### src/rtl/fetch_sequencer.sv
`default_nettype none
// ============================================================================
// Module      : fetch_sequencer
// Description : Instruction fetch stage. Single-outstanding req/ack reads into
//               a valid/ready hand-off to decode, with redirect and halt.
//               Optional macro FETCH_STATS_EN adds fetch/stall counters.
// Revision    : 1.0 - initial release
// ============================================================================
module fetch_sequencer #(
   parameter int                ADDR_W   = 16,
   parameter int                INSTR_W  = 16,
   parameter logic [ADDR_W-1:0] RESET_PC = '0,
   parameter int                PC_STEP  = 1
) (
   input  logic               clk,
   input  logic               rst,
   input  logic               start,
   output logic               imem_req,
   output logic [ADDR_W-1:0]  imem_addr,
   input  logic               imem_ack,
   input  logic [INSTR_W-1:0] imem_rdata,
   output logic               instr_valid,
   output logic [INSTR_W-1:0] instr,
   output logic [ADDR_W-1:0]  instr_pc,
   input  logic               instr_ready,
   input  logic               redirect_valid,
   input  logic [ADDR_W-1:0]  redirect_pc,
   input  logic               program_halted,
`ifdef FETCH_STATS_EN
   output logic [31:0]        fetch_count,
   output logic [31:0]        stall_count,
`endif
   output logic               fetch_stopped,
   output logic [ADDR_W-1:0]  pc
);

   localparam logic [ADDR_W-1:0] C_PC_STEP = ADDR_W'(PC_STEP);

   typedef enum logic [1:0] {S_IDLE, S_REQ, S_HOLD, S_STOP} state_t;

   state_t               state_q;
   logic [ADDR_W-1:0]    pc_q;
   logic                 imem_req_q;
   logic [ADDR_W-1:0]    imem_addr_q;
   logic                 instr_valid_q;
   logic [INSTR_W-1:0]   instr_q;
   logic [ADDR_W-1:0]    instr_pc_q;
   logic                 fetch_stopped_q;
   logic                 squash_q;
   logic                 halt_pend_q;

   logic                 w_halt;
   logic [ADDR_W-1:0]    w_target;

   assign w_halt   = program_halted | halt_pend_q;
   assign w_target = redirect_valid ? redirect_pc : pc_q;

   always_ff @(posedge clk or posedge rst) begin
      if (rst) begin
         state_q         <= S_IDLE;
         pc_q            <= RESET_PC;
         imem_req_q      <= 1'b0;
         imem_addr_q     <= RESET_PC;
         instr_valid_q   <= 1'b0;
         instr_q         <= '0;
         instr_pc_q      <= '0;
         fetch_stopped_q <= 1'b0;
         squash_q        <= 1'b0;
         halt_pend_q     <= 1'b0;
      end else begin
         case (state_q)
            S_IDLE: begin
               if (program_halted) begin
                  state_q         <= S_STOP;
                  instr_valid_q   <= 1'b0;
                  fetch_stopped_q <= 1'b1;
               end else begin
                  if (redirect_valid) pc_q <= redirect_pc;
                  if (start) begin
                     state_q     <= S_REQ;
                     imem_req_q  <= 1'b1;
                     imem_addr_q <= w_target;
                  end
               end
            end
            S_REQ: begin
               if (imem_ack) begin
                  if (w_halt) begin
                     // The read has completed, so stopping here never abandons a bus cycle.
                     state_q         <= S_STOP;
                     imem_req_q      <= 1'b0;
                     squash_q        <= 1'b0;
                     halt_pend_q     <= 1'b0;
                     fetch_stopped_q <= 1'b1;
                  end else if (squash_q || redirect_valid) begin
                     squash_q    <= 1'b0;
                     pc_q        <= w_target;
                     imem_addr_q <= w_target;
                  end else begin
                     state_q       <= S_HOLD;
                     imem_req_q    <= 1'b0;
                     instr_q       <= imem_rdata;
                     instr_pc_q    <= imem_addr_q;
                     instr_valid_q <= 1'b1;
                     pc_q          <= pc_q + C_PC_STEP;
                  end
               end else if (w_halt) begin
                  halt_pend_q <= 1'b1;
               end else if (redirect_valid) begin
                  pc_q     <= redirect_pc;
                  squash_q <= 1'b1;
               end
            end
            S_HOLD: begin
               if (program_halted) begin
                  state_q         <= S_STOP;
                  instr_valid_q   <= 1'b0;
                  fetch_stopped_q <= 1'b1;
               end else if (redirect_valid) begin
                  state_q       <= S_REQ;
                  pc_q          <= redirect_pc;
                  instr_valid_q <= 1'b0;
                  imem_req_q    <= 1'b1;
                  imem_addr_q   <= redirect_pc;
               end else if (instr_ready) begin
                  state_q       <= S_REQ;
                  instr_valid_q <= 1'b0;
                  imem_req_q    <= 1'b1;
                  imem_addr_q   <= pc_q;
               end
            end
            S_STOP: begin
               imem_req_q      <= 1'b0;
               instr_valid_q   <= 1'b0;
               fetch_stopped_q <= 1'b1;
            end
            default: state_q <= S_IDLE;
         endcase
      end
   end

`ifdef FETCH_STATS_EN
   logic [31:0] fetch_count_q;
   logic [31:0] stall_count_q;

   always_ff @(posedge clk or posedge rst) begin
      if (rst) begin
         fetch_count_q <= '0;
         stall_count_q <= '0;
      end else if (state_q != S_STOP) begin
         if (instr_valid_q && instr_ready && (fetch_count_q != 32'hFFFF_FFFF))
            fetch_count_q <= fetch_count_q + 32'd1;
         if ((state_q == S_REQ) && !imem_ack && (stall_count_q != 32'hFFFF_FFFF))
            stall_count_q <= stall_count_q + 32'd1;
      end
   end

   assign fetch_count = fetch_count_q;
   assign stall_count = stall_count_q;
`endif

   assign imem_req      = imem_req_q;
   assign imem_addr     = imem_addr_q;
   assign instr_valid   = instr_valid_q;
   assign instr         = instr_q;
   assign instr_pc      = instr_pc_q;
   assign fetch_stopped = fetch_stopped_q;
   assign pc            = pc_q;

endmodule
`default_nettype wire

### config.mk
export PLATFORM = sky130hd
export DESIGN_NAME = fetch_sequencer
export DESIGN_NICKNAME = d
export VERILOG_FILES = /design/src/rtl/fetch_sequencer.sv
export SDC_FILE = /design/constraint.sdc
export NUM_CORES = 1
export LEC_CHECK = 0
export BUFFER_PORTS_ARGS = -buffer_cell sky130_fd_sc_hd__buf_2
export CAP_MARGIN = 10
export CORE_ASPECT_RATIO = 0.75
export CORE_MARGIN = 10
export CORE_UTILIZATION = 45
export DETAILED_ROUTE_END_ITERATION = 10
export GPL_ROUTABILITY_DRIVEN = 1
export PLACE_DENSITY = 0.71
export SYNTH_ARGS = -nofsm -noshare
export SYNTH_HDL_FRONTEND = slang
export SYNTH_SLANG_ARGS = --single-unit
export TNS_END_PERCENT = 5
### constraint.sdc
create_clock -name clk -period 3.5 [get_ports clk]
set_input_delay 0.7 -clock clk [delete_from_list [all_inputs] [get_ports clk]]
set_output_delay 0.7 -clock clk [all_outputs]
set_load 0.02 [all_outputs]
After elaboration in Yosys (flattened, before gate mapping)

Cells that the tools add are included.

Equality and inequality tests: 20
Reductions and logical operators: 15
Bitwise logic cells: 3
$add $sub $neg: 1
Mux-type cells: 53

Operator list:

| cell                                                            | number |
|---|---|
| 16-bit two-way mux                                              | 14 |
| 16-bit one-hot mux with 3 select lines                          | 1 |
| 16-bit one-hot mux with 2 select lines                          | 1 |
| 1-bit two-way mux                                               | 25 |
| 2-bit != test, second input constant                            | 11 |
| 16-bit by 1-bit adder with 16-bit output, second input constant | 1 |
| 2-bit two-way mux                                               | 8 |
| 5-bit AND reduction                                             | 2 |
| 3-bit != test, second input constant                            | 3 |
| 1-bit one-hot mux with 4 select lines                           | 2 |
| 4-bit AND reduction                                             | 2 |
| 8-bit AND reduction                                             | 1 |
| 2-bit one-hot mux with 3 select lines                           | 1 |
| 3-bit AND reduction                                             | 2 |
| 6-bit AND reduction                                             | 1 |
| 2-bit == test, second input constant                            | 2 |
| 4-bit != test, second input constant                            | 1 |
| 2-bit nonzero test                                              | 2 |
| 3-bit by 1-bit != test with 1-bit output, second input constant | 1 |
| 1-bit one-hot mux with 3 select lines                           | 1 |
| 3-bit nonzero test                                              | 1 |
| 2-bit by 1-bit == test with 1-bit output, second input constant | 1 |
| 2-bit logical NOT                                               | 1 |
| 2-bit by 1-bit != test with 1-bit output, second input constant | 1 |
| other kinds (5)                                                 | 6 |

Flip-flop bits (word level): 71
Output and inout bits: 67
Input port bits: 39

Depth between registers and ports, before layout

Gate-level depths: netlist of run 1.

Depth after elaboration: 5
Gate-level depth with buffers: 7

Worst setup path before layout of run 1

No wires, ideal clock.

Kind: input -> register
Start point: input redirect_valid
End point: register imem_addr_q[2] (netlist: imem_addr[2])
Cell stages on the path: 6
Required time: 3.375 ns
Path slack: 1.522 ns
Arrival: 1.853 ns
Setup time: 0.125 ns
Cells stage by stage: nor3_1 a2bb2oi_2 nand2b_1 buf_4 buf_6 mux2_2

Longest elaborated chain between the ends: 5

RTL lines:

| what                                   | RTL line | source |
|---|---|---|
| from (decl)                            | 26       | `input logic redirect_valid,` |
| 16-bit two-way mux                     | --       |  |
| 16-bit two-way mux                     | 95       | `end else if (squash_q \|\| redirect_valid) begin` |
| 16-bit two-way mux                     | 88       | `if (w_halt) begin` |
| 16-bit two-way mux                     | 87       | `if (imem_ack) begin` |
| 16-bit one-hot mux with 3 select lines | 71       | `case (state_q)` |
| to (signal assigned)                   | 82       | `imem_addr_q <= w_target;` |
| to (signal assigned)                   | 98       | `imem_addr_q <= w_target;` |
| to (signal assigned)                   | 124      | `imem_addr_q <= redirect_pc;` |
| to (decl)                              | 44       | `logic [ADDR_W-1:0] imem_addr_q;` |

Parallel ways exist; a longest one is shown, timed or not. The select of a mux whose other input is x is not followed.
A chain may end at the register's enable or synchronous reset.

Worst setup path in the final report of run 1

Start point: register state_q[0]
End point: register imem_addr_q[7] (netlist: imem_addr[7])

Longest elaborated chain between the ends: 3

RTL lines:

| what                                                  | RTL line | source |
|---|---|---|
| from (decl)                                           | 41       | `state_t state_q;` |
| from (signal assigned)                                | 60       | `state_q <= S_IDLE;` |
| from (signal assigned)                                | 74       | `state_q <= S_STOP;` |
| from (signal assigned)                                | 80       | `state_q <= S_REQ;` |
| 2-bit == test, or another cell as far along           | 71       |  |
| 3-bit != test (no line), or another cell as far along | --       |  |
| 8-bit AND reduction (no line)                         | --       |  |

Parallel ways exist; a longest one is shown, timed or not.

==> results.yml, run 1 <==
floorplanning:
  fp.dieW_um: 121
  num_io_pins: 106
  die-area_sq_um: 11600
  coreArea_sq_um: 7400
  placementRows: 27
  die_height_um: 95.8
  start_util_pct: 46.6
yosys:
  yosysMostFrequentCell: "nand2_1"
  synthFlopType: "dfrtp_1"
  yosysWarningCount: 0
  syn_nets: 402
  syn_inst: 362
  synth_area_per_cell_sq_um: 9.52
  synth_edf_count: 0
  synth_seq_cells: 71
  synth_seq_area_share_pct: 51.5
  yosys-top-cells-count: "nand2_1, dfrtp_1, o21ai_0, mux2_2, nor2_1"
  synth_area_leaders: "dfrtp_1, nand2_1, mux2_2"
  yosys.area.top_type: "dfrtp_1"
  ys_types: 52
  postSynth.asyncResetShare_pct: 100
  synth_top_area_share_pct: 51.5
  netlist_area_sq_um: 3450
placement:
  hpwl_um: 7290
  gp_congestion: 0.867
  io_buffers: 105
  placed_cell_area_sq_um: 4040
clock_network:
  post_cts_buffers: 0
  root_buffer: "clkbuf_8"
  worstSkewPairLatency_ns: 0.35
  clockBufferDepth: 2
  cts.sinks: 71
  ctsResizeCount: 0
  htree_levels: 3
  cts_tree: "yes"
  clk_pin_slew_worst_paths_ns: 0.07
  cts_buffers: 9
  cts_hold_buf: 0
worst_hold_path:
  whs_endpoint: "instr[4]"
  hold_class: "reg -> reg"
  worstHoldStart: "instr[4]"
  hold_depth: 2
worst_setup_path:
  worstPathMaxFanout: 15
  arrival_ns: 2.59
  r2r_cells: 5
  cp_data_required_time_ns: 3.73
  startpoint_type: "flip-flop"
  regToRegEndpoint: "imem_addr[7]"
  reg2reg_from: "state_q[0]"
  critical_path_class: "reg -> reg"
  endpoint_kind: "flip-flop"
  r2r_slack_ns: 1.14
finish:
  layout-drive-gt1-share_pct: 33.0
  layout.nets: 505
  stdcell_area_sq_um: 4270
  area_growth_pct: 23.9
  final_core_util_pct: 57.7
  fillers: 655
  diodes: 0
sta:
  setup_tns_ns: 0
  worst_slew_pin_slew_ns: 0.820
  setup_viol: 0
  min_period_ns: 2.36
  slew_violations: 0
  rsz0062_at_grt: "no"
  finalHoldViolCount: 0
  skew_ns: 0.00397
  clock.fmax_mhz: 423
  min_period_over_period_pct: 67.5
  slew_headroom_pct: 45.3
outcome:
  status: "finished, final reports clean"
grt:
  grt_pass1_vias: 2979
  antenna_found_initial: 0
  grt_first_pass_wirelength_um: 15800
  track_usage_pct: 16.9
  grt_max_degree: 37
  grt-ovfl-total: 0
routing:
  dr.first_iter.drc_count: 272
  wl_per_cell_um: 17.3
  vias: 3125
  drtPass1Iterations: 5
  drc_errors: 0
  routed_wl_um: 9880
  final_antenna_net_count: 0
  vias_per_cell: 5.47
power:
  ir_drop_v: 0.000210
  total_leakage_power_nw: 2.27
  cellPowerDensity_nw_per_um2: 480
flow_run:
  max_cap_viol_count: 0
## critical path, stage by stage, from the launching register on
cell and delay [ns]:
dfrtp_1 0.59, mux2_2 0.40, a2bb2oi_2 0.18, nand2b_1 0.43, buf_4 0.28, mux2_2 0.36
## registers in the layout, summed over array words and instances, names as in the netlist
register,cells
fetch_stopped,1
halt_pend_q,1
imem_addr,16
imem_req,1
instr,16
instr_pc,16
instr_valid,1
pc,16
squash_q,1
state_q,2
## metal layers
metal / routed length, um / vias to the layer above / track usage (%)
li1: - / 1474 / -
met4: 134 / 0 / 4.81
met5: 0 / - / 0
met2: 4440 / 140 / 25.5
met3: 901 / 12 / 5.96
met1: 4400 / 1499 / 22.5
## metrics by stage
stage / power, mW / hold WS [ns] / instances / setup WS [ns]
finish: 2.05 / 0.469 / 571 / 1.14
global route: 2.15 / 0.486 / 571 / 0.993
CTS: 2.07 / 0.475 / 571 / 1.16
detailed placement: 1.32 / 0.457 / 555 / 0.853
global placement: 1.31 / 0.452 / 555 / 0.973
floorplan: 1.17 / 0.492 / 362 / 1.00
## power by group
group / total, mW / internal, mW / switching [mW]
Combinational: 0.333 / 0.126 / 0.207
Sequential: 0.967 / 0.888 / 0.0788
Clock: 0.750 / 0.439 / 0.311
Total: 2.05 / 1.45 / 0.597
## final cells by class
type / instances / area [sq um] / share of cell area (%)
Multi-Input combinational cell: 257 / 1510 / 35.3
Clock buffer: 11 / 151 / 3.54
Tap cell: 101 / 126 / 2.96
Inverter: 14 / 52.6 / 1.23
Clock inverter: 5 / 80.1 / 1.87
Sequential cell: 71 / 1780 / 41.6
Timing Repair Buffer: 112 / 578 / 13.5
## worst max-delay path by stage
stage                        start            end  cells after the start
floorplan                      rst  fetch_stopped                      1
global placement    redirect_valid   imem_addr[7]                      6
detailed placement  redirect_valid  imem_addr[13]                      6
CTS                     state_q[0]   imem_addr[7]                      5
global route            state_q[0]   imem_addr[7]                      5
finish                  state_q[0]   imem_addr[7]                      5
## cells by family (layout without fill, tap and decap cells)
family / Yosys count / after routing / synth area share, %
compound gates: 73 / 73 / 15.0
fa+ha+maj: 1 / 1 / 0.363
mux: 23 / 23 / 7.51
flops: 71 / 71 / 51.5
simple gates: 160 / 160 / 20.8
buf+inv: 34 / 142 / 4.76
## cells in the final DEF (no fill, tap or decap), drive strengths merged, types with 5 or more instances in the layout
| cell | Yosys | routed |
|---|---|---|
| a211oi | 5 | 5 |
| a21oi | 9 | 9 |
| buf | 13 | 112 |
| clkbuf | 7 | 11 |
| dfrtp | 71 | 71 |
| inv | 13 | 13 |
| mux2 | 23 | 23 |
| nand2 | 113 | 113 |
| nand3 | 7 | 7 |
| nand4 | 6 | 6 |
| nor2 | 16 | 16 |
| o21ai | 22 | 22 |
(Power assumes the default switching activity.)
==> inputs of run 2 (changes only) <==
- clock period: 3.5 -> 2.3 ns (I/O delays scaled with it)
==> run 2 against run 1 <==
Compared with the run above: sequential cell count unchanged; final area increased by 0.73%; hold slack got worse by 0.23 ns; cell count increased by 0.53%; core utilization increased by 0.42 points.
==> results.yml, run 2 (synthesis results as in run 1) <==
outcome:
  status: "finished, final reports clean"
sta:
  setup_tns_ns: 0
  worst_slew_pin_slew_ns: 0.742
  finalHoldViolCount: 0
  slew_violations: 0
  timing.hold.ws_ns: 0.235
  setup_viol: 0
  min_period_over_period_pct: 88.4
  min_period_ns: 2.03
  clock.fmax_mhz: 492
  skew_ns: 0.0101
  slew_headroom_pct: 50.5
  rsz0062_at_grt: "no"
clock_network:
  htree_levels: 3
  cts.sinks: 71
  root_buffer: "clkbuf_8"
  clk_pin_slew_worst_paths_ns: 0.08
  worstSkewPairLatency_ns: 0.35
  cts_tree: "yes"
  post_cts_buffers: 0
  ctsResizeCount: 0
  cts_buffers: 9
  cts_hold_buf: 0
  clockBufferDepth: 2
finish:
  final_cell_mix: "nand2_1, buf_2, dfrtp_1"
  layout.nets: 509
  diodes: 0
  area_growth_pct: 24.8
  layout_commonest_cell: "nand2_1"
  fillers: 664
  multi_input_area_sq_um: 1510
  layout-drive-gt1-share_pct: 33.4
  regArea_sq_um: 1780
worst_setup_path:
  reg2reg_from: "state_q[0]"
  cp_common_cell: "mux2_2"
  worstPathMaxFanout: 15
  cp_data_required_time_ns: 2.53
  slowest_delay_ns: 0.61
  crit_path_top_delay_cell: "dfrtp_1"
  startpoint_type: "flip-flop"
  crit_path_start: "state_q[0]"
  critical_path.cell_chain: "mux2_2 -> a2bb2oi_2 -> nand2b_1 -> buf_4 -> mux2_2"
  arrival_ns: 2.26
  critical_path_class: "reg -> reg"
  endpoint_kind: "flip-flop"
placement:
  gp_congestion: 0.921
  io_buffers: 105
  hpwl_um: 7210
grt:
  grt_first_pass_wirelength_um: 15600
  grt_pass1_vias: 3036
  antenna_found_initial: 0
  track_usage_pct: 16.8
  grt-ovfl-total: 0
  grt_max_degree: 36
floorplanning:
  start_util_pct: 46.6
  placementRows: 27
  num_io_pins: 106
  die_height_um: 95.8
  fp.dieW_um: 121
  coreArea_sq_um: 7400
  die-area_sq_um: 11600
power:
  p_comb_share_pct: 16.5
  ir_drop_v: 0.000367
  p_sw_uw: 904
  p_sw_share_pct: 29.3
  power.internal_mw: 2.18
  pwr-share-seq_pct: 47.6
  total_leakage_power_nw: 2.28
  cellPowerDensity_nw_per_um2: 717
  pwr-share-clk_pct: 35.9
flow_run:
  max_cap_viol_count: 0
routing:
  wl_per_cell_um: 16.9
  dr.first_iter.drc_count: 320
  drtPass1Iterations: 5
  vias: 3081
  vias_per_cell: 5.37
  routed_wl_um: 9690
  final_antenna_net_count: 0
  drc_errors: 0
worst_hold_path:
  hold_class: "in -> async"
run 2: cell count changes in the layout (fill, tap and decap cells not counted), sizes merged:
cell	previous run	this run
buf	112	116
clkbuf	11	10
clkinv	2	1
clkinvlp	2	3
run 2: worst max-delay path: cells and delay by family (launching register included):
kind | cells | cell delay (ns)
AND/OR/NAND/NOR | 1 | 0.16
AO/OA/AOI/OAI | 1 | 0.21
flip-flops | 1 | 0.61
buffers and inverters | 1 | 0.19
multiplexers | 2 | 0.75
run 2: through the flow:
stage	area (sq um)	util, %	power [mW]	cells	setup slack, ns
5_1_grt	4300	58.2	3.23	574	0.0903
4_1_cts	4300	58.2	3.11	574	0.294
3_5_place_dp	4080	55.2	2.01	559	0.263
3_3_place_gp	4080	55.2	1.99	559	0.335
2_1_floorplan	3450	-	1.78	362	0.0434
6_report	4300	58.2	3.08	574	0.268
run 2: worst paths after layout:
| kind | slack, ns | cells after the start | end |
|---|---|---|---|
| worst max-delay path | 0.27 | 5 | imem_addr[12] |
| max in group asynchronous | 1.46 | 3 | pc[15] |
| worst max register to register | 0.27 | 5 | imem_addr[12] |
| min in group clk | 0.30 | 3 | instr[14] |
| worst min register to register | 0.47 | 2 | instr_pc[13] |
| worst min-delay path | 0.23 | 2 | instr[15] |
run 2: power by group through the flow:
stage	Combinational [mW]	Sequential [mW]	Clock (mW)
floorplan	0.194	1.59	0
global placement	0.506	1.49	0
detailed placement	0.515	1.49	0
CTS	0.517	1.47	1.13
global route	0.564	1.49	1.19
finish	0.509	1.47	1.11
run 2: layout make-up:
class / count / share of cell area (%)
flip-flops and latches: 71 / 41.3
multi-input cells: 257 / 35.0
repair buffers: 116 / 14.4
clock buffers: 10 / 3.20
well taps: 101 / 2.94
clock inverters: 5 / 1.92
inverters: 14 / 1.22
run 2: per-layer routing:
metal | track usage, % | up-vias | share of wire (%)
met3 | 6.67 | 12 | 10
met4 | 6.01 | 0 | 1.4
li1 | - | 1482 | -
met1 | 20.9 | 1461 | 42
met5 | 0 | - | 0
met2 | 25.9 | 126 | 46
